File: src/rtl/cnn_pkg.sv
// Shared definitions for the CNN datapath blocks.
//   DATA_W     : width of the signed conv/pool samples
//   CONV_COLS  : conv output pixels per row
//   CONV_ROWS  : conv output rows per frame
//   POOL_COLS  : pooled pixels per row after 2x2 stride-2 max-pool
//   smax()     : signed maximum of two samples (ties return that value)
package cnn_pkg;

  localparam int unsigned DATA_W    = 32;
  localparam int unsigned CONV_COLS = 26;
  localparam int unsigned CONV_ROWS = 26;
  localparam int unsigned POOL_COLS = CONV_COLS / 2;

  function automatic logic signed [DATA_W-1:0] smax(input logic signed [DATA_W-1:0] a,
                                                    input logic signed [DATA_W-1:0] b);
    return (a > b) ? a : b;
  endfunction

endpackage

File: src/rtl/pool_linebuf.sv
// Half-row buffer of horizontal partial maxima, written on even rows and read on odd rows.
// No reset: every entry is written before it is read.
//   clk   : clock, rising edge
//   we    : write enable
//   waddr : write index
//   wdata : write data
//   raddr : read index (asynchronous read)
//   rdata : read data
module pool_linebuf #(
  parameter int unsigned DEPTH  = 13,
  parameter int unsigned DATA_W = 32,
  parameter int unsigned AW     = 4
) (
  input  logic                     clk,
  input  logic                     we,
  input  logic [AW-1:0]            waddr,
  input  logic signed [DATA_W-1:0] wdata,
  input  logic [AW-1:0]            raddr,
  output logic signed [DATA_W-1:0] rdata
);

  logic signed [DATA_W-1:0] mem [DEPTH];

  always_ff @(posedge clk) begin
    if (we) begin
      mem[waddr] <= wdata;
    end
  end

  assign rdata = mem[raddr];

endmodule

File: src/rtl/relu_maxpool2.sv
// Streaming ReLU + 2x2 stride-2 max-pool for the conv output raster.
//   clk        : clock, rising edge
//   rst_n      : asynchronous active-low reset
//   in_valid   : data_in carries a pixel this cycle
//   data_in    : signed conv pixel
//   out_valid  : one-cycle pulse, data_out is a pooled pixel
//   data_out   : signed pooled pixel, held while out_valid is low
//   frame_done : pulses with the last pooled pixel of a frame
module relu_maxpool2
  import cnn_pkg::*;
#(
  parameter int unsigned DATA_W  = cnn_pkg::DATA_W,
  parameter int unsigned COLS    = cnn_pkg::CONV_COLS,
  parameter int unsigned ROWS    = cnn_pkg::CONV_ROWS,
  parameter bit          RELU_EN = 1'b1
) (
  input  logic                     clk,
  input  logic                     rst_n,
  input  logic                     in_valid,
  input  logic signed [DATA_W-1:0] data_in,
  output logic                     out_valid,
  output logic signed [DATA_W-1:0] data_out,
  output logic                     frame_done
);

  localparam int unsigned HALF = COLS / 2;
  localparam int unsigned CW   = (COLS > 1) ? $clog2(COLS) : 1;
  localparam int unsigned RW   = (ROWS > 1) ? $clog2(ROWS) : 1;
  localparam int unsigned AW   = (HALF > 1) ? $clog2(HALF) : 1;

  if ((COLS % 2) != 0 || (ROWS % 2) != 0) begin : g_dim_check
    $error("relu_maxpool2: COLS and ROWS must both be even");
  end

  logic [CW-1:0]            col_q;
  logic [RW-1:0]            row_q;
  logic signed [DATA_W-1:0] hold_q;
  logic signed [DATA_W-1:0] x;
  logic signed [DATA_W-1:0] pair_max;
  logic signed [DATA_W-1:0] pool_max;
  logic signed [DATA_W-1:0] lb_rdata;
  logic [AW-1:0]            lb_addr;
  logic                     col_last;
  logic                     row_last;
  logic                     lb_we;

  assign col_last = (col_q == CW'(COLS - 1));
  assign row_last = (row_q == RW'(ROWS - 1));
  assign lb_addr  = AW'(col_q >> 1);

  always_comb begin
    x = data_in;
    if (RELU_EN && data_in[DATA_W-1]) begin
      x = '0;
    end
  end

  assign pair_max = smax(hold_q, x);
  assign pool_max = smax(lb_rdata, pair_max);

  // Even rows park the horizontal pair max; odd rows consume it.
  assign lb_we = in_valid && col_q[0] && !row_q[0];

  pool_linebuf #(
    .DEPTH  (HALF),
    .DATA_W (DATA_W),
    .AW     (AW)
  ) u_linebuf (
    .clk   (clk),
    .we    (lb_we),
    .waddr (lb_addr),
    .wdata (pair_max),
    .raddr (lb_addr),
    .rdata (lb_rdata)
  );

  always_ff @(posedge clk or negedge rst_n) begin
    if (!rst_n) begin
      col_q      <= '0;
      row_q      <= '0;
      hold_q     <= '0;
      out_valid  <= 1'b0;
      data_out   <= '0;
      frame_done <= 1'b0;
    end else begin
      out_valid  <= 1'b0;
      frame_done <= 1'b0;
      if (in_valid) begin
        if (col_last) begin
          col_q <= '0;
          row_q <= row_last ? '0 : row_q + 1'b1;
        end else begin
          col_q <= col_q + 1'b1;
        end
        if (!col_q[0]) begin
          hold_q <= x;
        end
        if (row_q[0] && col_q[0]) begin
          out_valid  <= 1'b1;
          data_out   <= pool_max;
          frame_done <= row_last && col_last;
        end
      end
    end
  end

endmodule

File: config.mk
export PLATFORM = sky130hd
export DESIGN_NAME = relu_maxpool2
export DESIGN_NICKNAME = d
export VERILOG_FILES = /design/src/rtl/cnn_pkg.sv /design/src/rtl/pool_linebuf.sv /design/src/rtl/relu_maxpool2.sv
export SDC_FILE = /design/constraint.sdc
export NUM_CORES = 1
export LEC_CHECK = 0
export ABC_AREA = 0
export BUFFER_PORTS_ARGS = -buffer_cell sky130_fd_sc_hd__buf_2
export CAP_MARGIN = 20
export CORE_ASPECT_RATIO = 0.5
export CORE_MARGIN = 2
export CORE_UTILIZATION = 28
export CTS_BUF_LIST = sky130_fd_sc_hd__clkbuf_4 sky130_fd_sc_hd__clkbuf_8
export DETAILED_ROUTE_END_ITERATION = 10
export SETUP_SLACK_MARGIN = 0.1
export SLEW_MARGIN = 20
export SYNTH_ARGS = -nofsm -noshare
export SYNTH_HDL_FRONTEND = slang
export SYNTH_SLANG_ARGS = --single-unit
File: constraint.sdc
create_clock -name clk -period 5.91 [get_ports clk]
set_input_delay 0.2955 -clock clk [delete_from_list [all_inputs] [get_ports clk]]
set_output_delay 0.2955 -clock clk [all_outputs]
set_load 0.005 [all_outputs]
==> Yosys cells after proc, flatten, opt, wreduce, memory -nomap -nowiden <==
Memories as Yosys holds them, arrays and structs flattened.
Cells that the tools add are included.
{ "totals": {"ramBits": 416, "out_inout_bits": 34, "register_bits": 76, "n_memories": 1, "input_bits": 35} }
{ "op_classes": {"bitwise": 1, "mux": 11, "reduce_logical": 8, "magnitude_cmp": 2, "n_addsub": 2, "eq_ne": 2} }
{ "mem_list": {"columns": ["name", "depth", "width", "read_ports", "rd_ports_with_merged_regs", "wr", "line_no", "text"], "rows": [
  ["u_linebuf.mem", 13, 32, 1, 0, 1, "pool_linebuf.sv:22", "logic signed [DATA_W-1:0] mem [DEPTH];"]
]} }
{ "ops": {"columns": ["op", "count"], "rows": [
  ["$gt 32x32->1", 2],
  ["$mux 32", 2],
  ["$mux 31", 1],
  ["$add 5x1->5 const B", 2],
  ["$eq 5x5->1 const B", 2],
  ["$mux 5", 2],
  ["$mux 1", 6],
  ["$reduce_and 2->1", 3],
  ["$logic_and 1x1->1", 4],
  ["$logic_not 1->1", 1],
  ["$not 1->1", 1]
]} }

==> Longest topological paths before layout <==
Gate-level depths: netlist of run 1.
{ "depth": {"word_depth": 5, "ltp_mapped": 20, "mapped_depth_nobuf": 17} }

==> Hierarchy <==
A second synthesis of run 1 with hierarchy kept.
{ "hier_totals": {"cells_unflattened": 1261, "hier_area_um2": 21301.7} }
{ "modules_own_cells": {"columns": ["mod", "area_per_inst_um2", "cells_per_inst", "seq_area_each_um2", "n_inst"], "rows": [
  ["pool_linebuf", 15866.5, 668, 12492.0, 1],
  ["relu_maxpool2", 5435.2, 593, 1876.8, 1]
]} }

==> Worst setup path after synthesis of run 1 <==
Ideal clock, no wire load.
{ "synth_timing": {"kind": "input to register", "startpoint": "in data_in[31]", "endpoint": "reg data_out[10]", "setup_time_ns": 0.137, "required_ns": 5.773, "stages": 20, "path_buffers": 4, "setup_slack_ns": 1.530, "arrival_ns": 4.243, "cell_sequence": "clkbuf_1 > nand2b_1 > ha_1 > nand3_2 > nor4_4 > nand3_1 > buf_2 > buf_2 > nand3_1 > nor2_1 > a311oi_2 > ha_1 > nand4_1 > or4_1 > a21o_1 > a31oi_1 > o32a_1 > nand2b_1 > buf_2 > o211ai_1"} }
{ "synth_via": {"elab_chain_len": 5} }
{ "synth_lines": {"columns": ["element", "line_no", "text"], "rows": [
  ["start, declared", "relu_maxpool2.sv:20", "input logic signed [DATA_W-1:0] data_in,"],
  ["$mux 31 (*)", "relu_maxpool2.sv:53", "if (RELU_EN && data_in[DATA_W-1]) begin"],
  ["$gt 32x32->1", "cnn_pkg.sv:16", "return (a > b) ? a : b;"],
  ["$mux 32 (*)", "cnn_pkg.sv:16", null],
  ["$gt 32x32->1", "cnn_pkg.sv:16", null],
  ["$mux 32 (*)", "cnn_pkg.sv:16", null],
  ["end signal, assigned", "relu_maxpool2.sv:100", "data_out <= pool_max;"],
  ["end, declared", "relu_maxpool2.sv:22", "output logic signed [DATA_W-1:0] data_out,"]
]} }
Mark *: on every way between the ends. The rest lies on a longest branch, timed or not.
A chain may end at the register's enable or synchronous reset.

==> Final worst setup path of run 1 <==
{ "layout_timing": {"startpoint": "reg hold_q[14]", "endpoint": "reg data_out[17]"} }
{ "layout_via": {"elab_chain_len": 4} }
{ "layout_lines": {"columns": ["element", "line_no", "text"], "rows": [
  ["start, declared", "relu_maxpool2.sv:37", "logic signed [DATA_W-1:0] hold_q;"],
  ["start signal, assigned", "relu_maxpool2.sv:81", "hold_q <= '0;"],
  ["start signal, assigned", "relu_maxpool2.sv:96", "hold_q <= x;"],
  ["$gt 32x32->1", "cnn_pkg.sv:16", null],
  ["$mux 32 (*)", "cnn_pkg.sv:16", null],
  ["$gt 32x32->1", "cnn_pkg.sv:16", null],
  ["$mux 32 (*)", "cnn_pkg.sv:16", null]
]} }
Marked as above.

==> metrics.md, run 1 <==
| Metric | Value |
|---|---|
| Status | `finished, final reports clean` |
| Largest net degree at the start of global routing | `64` |
| #FFs+latches synth | `477` |
| Clk root buf | `clkbuf_8` |
| CTS Buf Count | `79` |
| Iter 0 DRT Violations | `around 1300` |
| CP dominant cell by count | `buf_4` |
| Clock Sinks | `around 480` |
| Utilization after layout | `~33%` |
| Post-Syn Instances | `~1400` |
| Ys flop type | `edfxtp_1` |
| Via density | `approximately 5.0` |
| EDFF count, synth | `approximately 400` |
| Max Cap Viol | `0` |
| Worst VDD drop | `0.000209 V` |
| GRT Total Usage | `between 10% and 20%` |
| Type of the worst min-delay path | `in2reg` |
| Worst-path clk slew | `approximately 0.060 ns` |
| Least-Margin Pin Slew | `0.928 ns` |
| RePlAce Congestion | `between 0.7 and 0.8` |
| Gate power share | `35.3%` |
| Worst-skew pair later-pin latency | `0.66 ns` |
| Rows | `around 70` |
| Internal | `7.54 mW` |
| Antenna-violating nets left | `0` |
| Full die area | `79100 um2` |
| FF-to-FF path depth | `18` |
| HPWL after detailed placement | `33000 um` |
| Top-area cell type share of the netlist area | `between 50% and 60%` |
| Hold Path Sink | `hold_q[21]` |
| Switching Share | `35.4%` |
| Max clock buf depth | `3` |
| Power density over the cells | `roughly 470 nW/um2` |
| CTS tree | `yes` |
| Hold depth | `3` |
| Yosys top cell by area | `edfxtp_1` |
| DR vias | `~13000` |
| Die extent in y | `approximately 200 um` |
| Reg-to-Reg End | `data_out[17]` |
| Layout area overhead | `15.7%` |
| Die width | `396 um` |
| CTS resizes | `0` |
| Ys async rst share | `15.5%` |
| Final wirelength | `around 55000 um` |
| CP Capture Type | `register` |
| Net count after synthesis | `~1500` |
| CP Class | `reg2reg` |
| Worst path required time | `6.40 ns` |
| DRT Pass-1 Iters | `5` |
| Worst path cell trace | `ha_1 > nand4_1 > nor3_1 > a21boi_1 > nor4b_4 > buf_4 > buf_4 > a211o_1 > a311oi_2 > ha_1 > nand4_1 > or4_1 > a21o_1 > a31oi_1 > o32a_1 > nand2b_1 > buf_4 > o211ai_1` |
| Minimum clock period | `roughly 5 ns` |
| Starting density of the core | `between 20% and 30%` |
| First-pass GRT wire length | `roughly 81000 um` |
| Crit share post-route | `between 80% and 90%` |
| CP Max Fanout | `25` |
| Register area share after synthesis | `65.0%` |
| Residual DRC | `0` |
| RSZ-0062 raised after global routing | `false` |
| R2R setup slack | `between 0.7 and 0.8 ns` |
| Final setup violating endpoints | `0` |
| Clock skew | `~0.027 ns` |
| Seq pwr share | `40.4%` |
| Layout filler cell count | `about 7300` |
| Fin Setup TNS | `0 ns` |
| Placeable Area | `roughly 76000 um2` |
| GR Overflow Total | `0` |
| Vias in the first global route | `between 10000 and 15000` |
| Slew margin rel. | `a little under two fifths` |
| Nets | `1571` |
| Syn_area_per_cell | `15.8 um2` |
| Dominant cells by area after synthesis | `edfxtp_1, mux4_2, dfrtp_1` |
| Fraction of layout cells with a size suffix above 1 | `between 20% and 30%` |
| Diodes inserted | `0` |
| Pleak | `~8.7 nW` |
| Crit path largest cell delay | `0.58 ns` |
| H-Tree Depth | `3` |
| Mapped cell area | `around 21000 um2` |
| Slew Limit Fails | `0` |
| Port bufs | `67` |
| Initial antenna violation count | `1` |
| Clk network pwr share | `approximately 24%` |
| Slowest stage cell, crit path | `or4_1` |
| Yosys Warn Count | `0` |
| Post-synth cell types | `50` |
| Worst EP arrival | `around 5.6 ns` |
| Hold path start | `data_in[21]` |
| Reg2reg start | `hold_q[14]` |
| Final Hold Fails | `0` |
| CP startpoint kind | `register` |
| Post-DR wirelength/cell | `approximately 21 um` |
| Net Sw Power | `4.14 mW` |
| Fmax | `about 200 MHz` |
| Ports | `between 60 and 70` |
[metal layers]
| layer | wire length [um] | track usage (%) |
|---|---|---|
| met1 | 24200 | 18.8 |
| met2 | 25300 | 21.5 |
| met3 | 3830 | 3.35 |
| met4 | 1500 | 4.58 |
| met5 | 8 | 0 |
[timing repair]
item                                    4_1_cts  5_1_grt
setup buffers                                 0        0
hold buffers                                  2        0
endpoints found under the setup margin        0        0
hold endpoints to repair                     33        0
[area by class of cell]
class | count | area, um2 | area share, %
Timing Repair Buffer | 118 | 813 | 3.27
Sequential cell | 477 | 14000 | 56.2
Clock buffer | 114 | 1390 | 5.58
Inverter | 39 | 146 | 0.589
Multi-Input combinational cell | 755 | 7130 | 28.7
Clock inverter | 25 | 133 | 0.534
Tap cell | 1022 | 1280 | 5.15
[power by group through the flow]
stage          clock [mW]  combinational, mW  sequential (mW)
2_1_floorplan           0               2.90             4.52
3_3_place_gp            0               4.05             4.79
3_5_place_dp            0               4.12             4.79
4_1_cts              2.89               4.13             4.73
5_1_grt              3.04               4.49             4.77
6_report             2.83               4.12             4.72
[worst max path at each step]
stage                      from      endpoint  slack, ns  cells after the start
floorplan           data_in[31]  data_out[10]       1.53                     20
global placement    data_in[31]  data_out[20]       0.25                     20
detailed placement  data_in[31]  data_out[17]       0.22                     20
CTS                  hold_q[14]  data_out[17]       0.74                     18
global route         hold_q[30]  data_out[17]       0.40                     18
finish               hold_q[14]  data_out[17]       0.79                     18
[worst max-delay path, delay by kind of cell, from the launching register on]
family / cells / cell delay (ns)
adders and majority gates: 2 / 0.60
AOI/OAI and AO/OA: 7 / 1.72
and+or+nand+nor: 6 / 1.49
buffers and inverters: 3 / 0.71
DFF: 1 / 0.43
[registers in the layout, indices dropped and copies added (netlist names)]
register,flops
hold_q,31
u_linebuf.mem,403
row_q,5
col_q,5
data_out,31
out_valid,1
frame_done,1
[cell usage in the layout, fill, tap and decap left out, types with 4 or more instances in the layout]
cell type  instances
edfxtp_1         403
mux4_2           124
nand2_1           86
clkbuf_8          85
nand3_1           77
dfrtp_1           72
nor2_1            69
ha_1              66
buf_2             66
buf_4             43
o21ai_0           42
inv_1             37
nand2b_1          35
nor3_1            35
o211ai_1          34
nor4_1            31
a211o_1           30
a311oi_2          30
clkbuf_4          29
a21oi_1           24
clkinv_1          17
nand4_1           12
nor2_4             9
a21o_1             7
buf_12             7
a211oi_1           4
clkinv_2           4
[logic make-up after synthesis]
logic type               Yosys count  synth area share [%]
other                              1                0.0175
multiplexers                     124                  13.0
AO/OA/AOI/OAI                    188                  7.10
flip-flops                       477                  65.0
buffers and inverters            131                  2.49
AND/OR/NAND/NOR                  376                  8.55
adder cells (fa/ha/maj)           66                  3.85
[Yosys cell counts (2+ instances only)]
master / instances
a21oi_1: 24
buf_2: 31
nand3_1: 78
nor2b_1: 3
a211oi_1: 4
nand4_1: 12
a21o_1: 7
a311oi_2: 30
dfrtp_1: 74
ha_1: 66
o21ai_0: 42
nand2b_1: 36
nor4_1: 31
mux4_2: 124
clkinv_1: 2
edfxtp_1: 403
clkbuf_1: 49
nor3_1: 39
a221oi_1: 2
inv_1: 37
o22ai_1: 3
nor2_1: 78
nor3b_1: 3
o211ai_1: 34
a211o_1: 30
buf_1: 11
nand2_1: 87
[per-stage QoR]
stage	hold WS (ns)	setup WS, ns	area (um2)	std cells	total power, mW
floorplan	-0.0000911	1.53	21500	1363	7.42
global placement	0.294	0.247	23300	2409	8.84
detailed placement	0.291	0.224	23300	2409	8.91
CTS	0.0156	0.738	24800	2550	11.8
global route	0.0447	0.402	24800	2550	12.3
finish	0.0542	0.789	24800	2550	11.7
(Power assumes the default switching activity.)
==> run 2, diff against run 1 <==
- CORE_ASPECT_RATIO: 0.5 -> 1.1
- CORE_MARGIN: 2 -> 5
==> metrics.md, run 2 (synthesis results as in run 1) <==
| Metric | Value |
|---|---|
| Status | `finished, final reports clean` |
| CTS resizes | `0` |
| CTS Buf Count | `approximately 80` |
| Placeable Area | `between 70000 and 80000 um2` |
| GRT Total Usage | `between 10 and 15%` |
| Clk root buf | `clkbuf_8` |
| Final wirelength | `between 50000 and 60000 um` |
| Fin Setup TNS | `0 ns` |
| Final Hold Fails | `0` |
| Iter 0 DRT Violations | `between 1000 and 1500` |
| Crit share post-route | `between 80% and 90%` |
| Vias in the first global route | `between 10000 and 15000` |
| Power density over the cells | `~470 nW/um2` |
| Ports | `between 60 and 70` |
| Commonest non-fill, non-tap cell in the layout | `edfxtp_1` |
| Worst VDD drop | `between 0.0002 and 0.00025 V` |
| Layout area overhead | `16.0%` |
| Worst path required time | `6.43 ns` |
| Die extent in y | `300 um` |
| Via density | `around 5` |
| Layout filler cell count | `about 7300` |
| Fmax | `roughly 190 MHz` |
| CP Class | `reg2reg` |
| Largest regs | `u_linebuf.mem x403, data_out x31, hold_q x31` |
| Area occupied by registers | `14000 um2` |
| CP startpoint kind | `register` |
| Max reg flops | `403` |
| Residual DRC | `0` |
| Full die area | `82300 um2` |
| Largest net degree at the start of global routing | `64` |
| H-Tree Depth | `3` |
| CP dominant cell by count | `buf_4` |
| Minimum clock period | `between 5 and 6 ns` |
| Type of the worst min-delay path | `in2reg` |
| Slew Limit Fails | `0` |
| Starting density of the core | `between 20% and 30%` |
| Slew margin rel. | `35.0%` |
| GR Overflow Total | `0` |
| HPWL after detailed placement | `roughly 34000 um` |
| Clock Sinks | `about 480` |
| RePlAce Congestion | `roughly 0.80` |
| Final setup violating endpoints | `0` |
| Die width | `roughly 270 um` |
| Least-Margin Pin Slew | `about 1 ns` |
| Antenna-violating nets left | `0` |
| Clock skew | `about 0.042 ns` |
| Multi-input gate area in the final layout | `around 7100 um2` |
| Initial antenna violation count | `2` |
| Pleak | `8.69 nW` |
| DRT Pass-1 Iters | `5` |
| Rows | `between 100 and 150` |
| Worst-skew pair later-pin latency | `roughly 0.66 ns` |
| Worst-path clk slew | `0.06 ns` |
| Post-DR wirelength/cell | `roughly 22 um` |
| Max clock buf depth | `3` |
| Fraction of layout cells with a size suffix above 1 | `between 20% and 30%` |
| CP Max Fanout | `22` |
| Commonest cells after routing, fill and taps aside | `edfxtp_1, mux4_2, nand2_1` |
| Crit path largest cell delay | `~0.47 ns` |
| DR vias | `~13000` |
| CP Capture Type | `register` |
| Total power | `roughly 12 mW` |
| Max Cap Viol | `0` |
| RSZ-0062 raised after global routing | `false` |
| Port bufs | `67` |
| Worst path cell trace | `ha_1 > nand4_1 > a211oi_1 > o21a_2 > buf_4 > buf_4 > nor3_1 > a211o_1 > a311oi_2 > ha_1 > a21oi_1 > o21ai_0 > a221oi_1 > o211ai_1 > o32a_1 > nand2b_1 > buf_4 > o211ai_1` |
| Worst EP arrival | `5.82 ns` |
| CTS tree | `yes` |
| Nets | `approximately 1600` |
| Slowest stage cell, crit path | `o21a_2` |
| First-pass GRT wire length | `83500 um` |
| Reg with most FFs | `u_linebuf.mem` |
-- run 2: changes by cell type in the layout (fill, tap and decap cells not counted), moves of 3 or more --
| cell | change |
|---|---|
| bufinv_16 | +3 |
| clkbuf_4 | -10 |
| dlygate4sd3_1 | +4 |
| clkbuf_8 | -4 |
| diode_2 | +4 |
| clkinv_2 | +7 |
-- run 2: worst max-delay path: cells and delay by family, from the launching register on --
| family | cells | cell delay [ns] |
|---|---|---|
| compound gates | 10 | 2.85 |
| buf+inv | 3 | 0.78 |
| fa+ha+maj | 2 | 0.66 |
| simple gates | 3 | 0.44 |
| flops | 1 | 0.44 |
-- run 2: cell type report --
| class | instances | share of cell area, % |
|---|---|---|
| well taps | 1026 | 5.15 |
| flip-flops and latches | 477 | 56.1 |
| diodes | 4 | 0.0402 |
| multi-input cells | 755 | 28.6 |
| clock buffers | 100 | 5.05 |
| clock inverters | 38 | 1.11 |
| inverters | 39 | 0.588 |
| repair buffers | 122 | 3.43 |
-- run 2: timing repair --
item / in CTS / in global routing
endpoints found under the setup margin: 0 / 0
buffers inserted: 0 / 0
hold endpoints to repair: 36 / 0
hold buffers: 6 / 0
-- run 2: final timing paths --
check / from / end / slack (ns) / cells after the start
max: hold_q[23] / data_out[11] / 0.61 / 18
min: data_in[0] / hold_q[0] / 0.06 / 3
max reg2reg: hold_q[23] / data_out[11] / 0.61 / 18
min reg2reg: data_out[17] / data_out[17] / 0.51 / 2
max in group asynchronous: rst_n / data_out[11] / 4.72 / 3
min in group asynchronous: rst_n / hold_q[22] / 0.14 / 2
-- run 2: report_power, final --
group / total [mW] / internal, mW / switching (mW)
combinational: 4.14 / 1.70 / 2.44
sequential: 4.77 / 4.33 / 0.436
clock: 2.87 / 1.54 / 1.33
-- run 2: metrics by stage --
step / instances / hold WS [ns] / setup WS, ns / utilization, % / instance area, um2
after floorplan: 1363 / -0.0000911 / 1.53 / - / 21500
final: 2561 / 0.0649 / 0.610 / 32.8 / 24900
after global placement: 2413 / 0.275 / 0.446 / 30.7 / 23300
after global routing: 2558 / 0.0536 / 0.349 / 32.8 / 24900
after CTS: 2557 / 0.00531 / 0.639 / 32.8 / 24900
after detailed placement: 2413 / 0.282 / 0.271 / 30.7 / 23300
-- run 2: routing by layer --
metal	up-vias	routed length, um	global-route usage [%]
met1	6636	24700	18.8
met4	0	1060	3.58
li1	5668	-	-
met2	456	25900	20.7
met3	71	4650	3.76
met5	-	0	0
==> run 3, diff against run 2 <==
- RECOVER_POWER: not set -> 100
- SLEW_MARGIN: 20 -> not set
==> metrics.md, run 3 (synthesis results as in run 1) <==
| Metric | Value |
|---|---|
| FF-to-FF path depth | `17` |
| Hold_ws | `0.0509 ns` |
| Initial antenna violation count | `2` |
| Slew Limit Fails | `about 570` |
| Max clock buf depth | `3` |
| Final Hold Fails | `0` |
| Worst path required time | `~6.4 ns` |
| CP Capture Type | `register` |
| Starting density of the core | `28.3%` |
| Worst EP arrival | `6.01 ns` |
| Failing checks | `max-capacitance violations, max-slew violations` |
| Residual DRC | `0` |
| Full die area | `82300 um2` |
| Layout area overhead | `14.6%` |
| Ports | `69` |
| Hold-fix buffer count after cts | `6` |
| Hold path start | `data_in[0]` |
| CP dominant cell by count | `buf_4` |
| Largest regs | `u_linebuf.mem x403, data_out x31, hold_q x31` |
| Seq pwr share | `40.9%` |
| Nets | `~1600` |
| Largest net degree at the start of global routing | `between 60 and 70` |
| CTS tree | `yes` |
| Vias in the first global route | `12900` |
| GRT Total Usage | `13.4%` |
| DRT Pass-1 Iters | `5` |
| Buffer and inverter count on the worst path | `3` |
| Net Sw Power | `about 4.2 mW` |
| Clock Sinks | `477` |
| Worst setup startpoint | `hold_q[23]` |
| Met3 Use GR | `between 3 and 4%` |
| CP Class | `reg2reg` |
| Slowest stage cell, crit path | `a311oi_1` |
| Reg2reg start | `hold_q[23]` |
| Antenna-violating nets left | `0` |
| Total power | `approximately 12 mW` |
| HPWL after detailed placement | `34200 um` |
| Rows | `between 100 and 150` |
| DR vias | `~13000` |
| Commonest cells after routing, fill and taps aside | `edfxtp_1, mux4_2, nand2_1` |
| GR Util met2 | `between 20 and 25%` |
| CP startpoint kind | `register` |
| Final setup violating endpoints | `0` |
| Fin Setup TNS | `0 ns` |
| Status | `finished with violations` |
| Type of the worst min-delay path | `in2reg` |
| GR Overflow Total | `0` |
| Via density | `5.04` |
| Met1 Resource Use GR | `between 10% and 20%` |
| Post-DR wirelength/cell | `about 22 um` |
| Crit path max-delay family | `compound AO/OA/AOI/OAI gates` |
| Fraction of layout cells with a size suffix above 1 | `22.1%` |
| Final std cells w/o fill | `~2600` |
| Crit share post-route | `~90%` |
| Die extent in y | `300 um` |
| Fmax | `between 150 and 200 MHz` |
| Clk root buf | `clkbuf_8` |
| R2R setup slack | `0.43 ns` |
| Reg with most FFs | `u_linebuf.mem` |
| Worst Setup EP | `data_out[11]` |
| Commonest non-fill, non-tap cell in the layout | `edfxtp_1` |
| Gr busiest metal | `met2` |
| Utilization after layout | `about a third` |
| Port bufs | `67` |
| Worst VDD drop | `0.000222 V` |
| Placeable Area | `between 70000 and 80000 um2` |
| Final wirelength | `56300 um` |
| Worst setup margin | `0.429 ns` |
| CTS resizes | `0` |
| RePlAce Congestion | `about 0.80` |
| Worst-skew pair later-pin latency | `between 0.6 and 0.7 ns` |
| Power density over the cells | `475 nW/um2` |
| Post-placement cell count | `2413` |
| Pleak | `8.47 nW` |
| Crit path largest cell delay | `0.62 ns` |
| Die width | `between 200 and 300 um` |
| CTS Buf Count | `78` |
| Finished Cell Area | `24600 um2` |
| Iter 0 DRT Violations | `about 1400` |
| Stages on the worst setup path | `17` |
| Max reg flops | `roughly 400` |
| First-pass GRT wire length | `between 80000 and 90000 um` |
| Internal | `between 7 and 8 mW` |
| Reg-to-Reg End | `data_out[11]` |
| CP Max Fanout | `22` |
| Worst path cell trace | `ha_1 > nand4_1 > a211oi_1 > o21a_2 > buf_4 > buf_4 > nor3_1 > a211o_1 > a311oi_1 > ha_1 > nand2_1 > nor4_1 > nand2_1 > o32a_1 > nand2b_1 > buf_4 > o211ai_1` |
| Place WS | `roughly 0.27 ns` |
| Minimum clock period | `5.48 ns` |
| Worst-path clk slew | `~0.060 ns` |
| Area after DPL | `approximately 23000 um2` |
| Gate power share | `between 30% and 40%` |
| # Post-CTS Setup Buffers | `0` |
| Clk network pwr share | `between 20 and 25%` |
| Slew margin rel. | `-82.5%` |
| Least-Margin Pin Slew | `~2.7 ns` |
| Max Cap Viol | `17` |
| H-Tree Depth | `3` |
| Clock skew | `~0.046 ns` |
| Switching Share | `a little over a third` |
| RSZ-0062 raised after global routing | `false` |
-- run 3: cell types whose count changed in the layout (fill, tap and decap cells not counted), sizes merged --
cell	before	now
clkbuf	100	149
diode	4	2
buf	116	68
-- run 3: how the worst min path moves through the flow --
stage | end | cells after the start
2_1_floorplan | col_q[0] | 0
3_5_place_dp | hold_q[23] | 1
4_1_cts | hold_q[0] | 3
5_1_grt | hold_q[20] | 3
6_report | hold_q[0] | 3
3_3_place_gp | hold_q[22] | 1
-- run 3: final cells by class --
class	count	area, um2
clock inverters	38	277
multi-input cells	755	6920
repair buffers	123	747
clock buffers	100	1260
flip-flops and latches	477	14000
fillers	7396	51400
inverters	39	146
diodes	2	5.00
well taps	1026	1280
-- run 3: layer usage --
layer	up-vias	share of wire, %
li1	5674	-
met1	6670	44
met2	479	46
met3	67	8.4
met4	0	1.8
met5	-	0
-- run 3: power by group through the flow --
stage | clock (mW) | combinational [mW] | sequential [mW]
detailed placement | 0 | 4.14 | 4.85
CTS | 2.94 | 4.15 | 4.78
global route | 3.10 | 4.40 | 4.83
global placement | 0 | 4.03 | 4.84
finish | 2.87 | 4.03 | 4.77
floorplan | 0 | 2.90 | 4.52
-- run 3: worst register-to-register path: cells and delay by family, from the launching register on --
kind,cells,cell delay [ns]
compound gates,6,2.37
fa+ha+maj,2,0.59
buf+inv,3,0.86
flops,1,0.43
simple gates,6,1.11
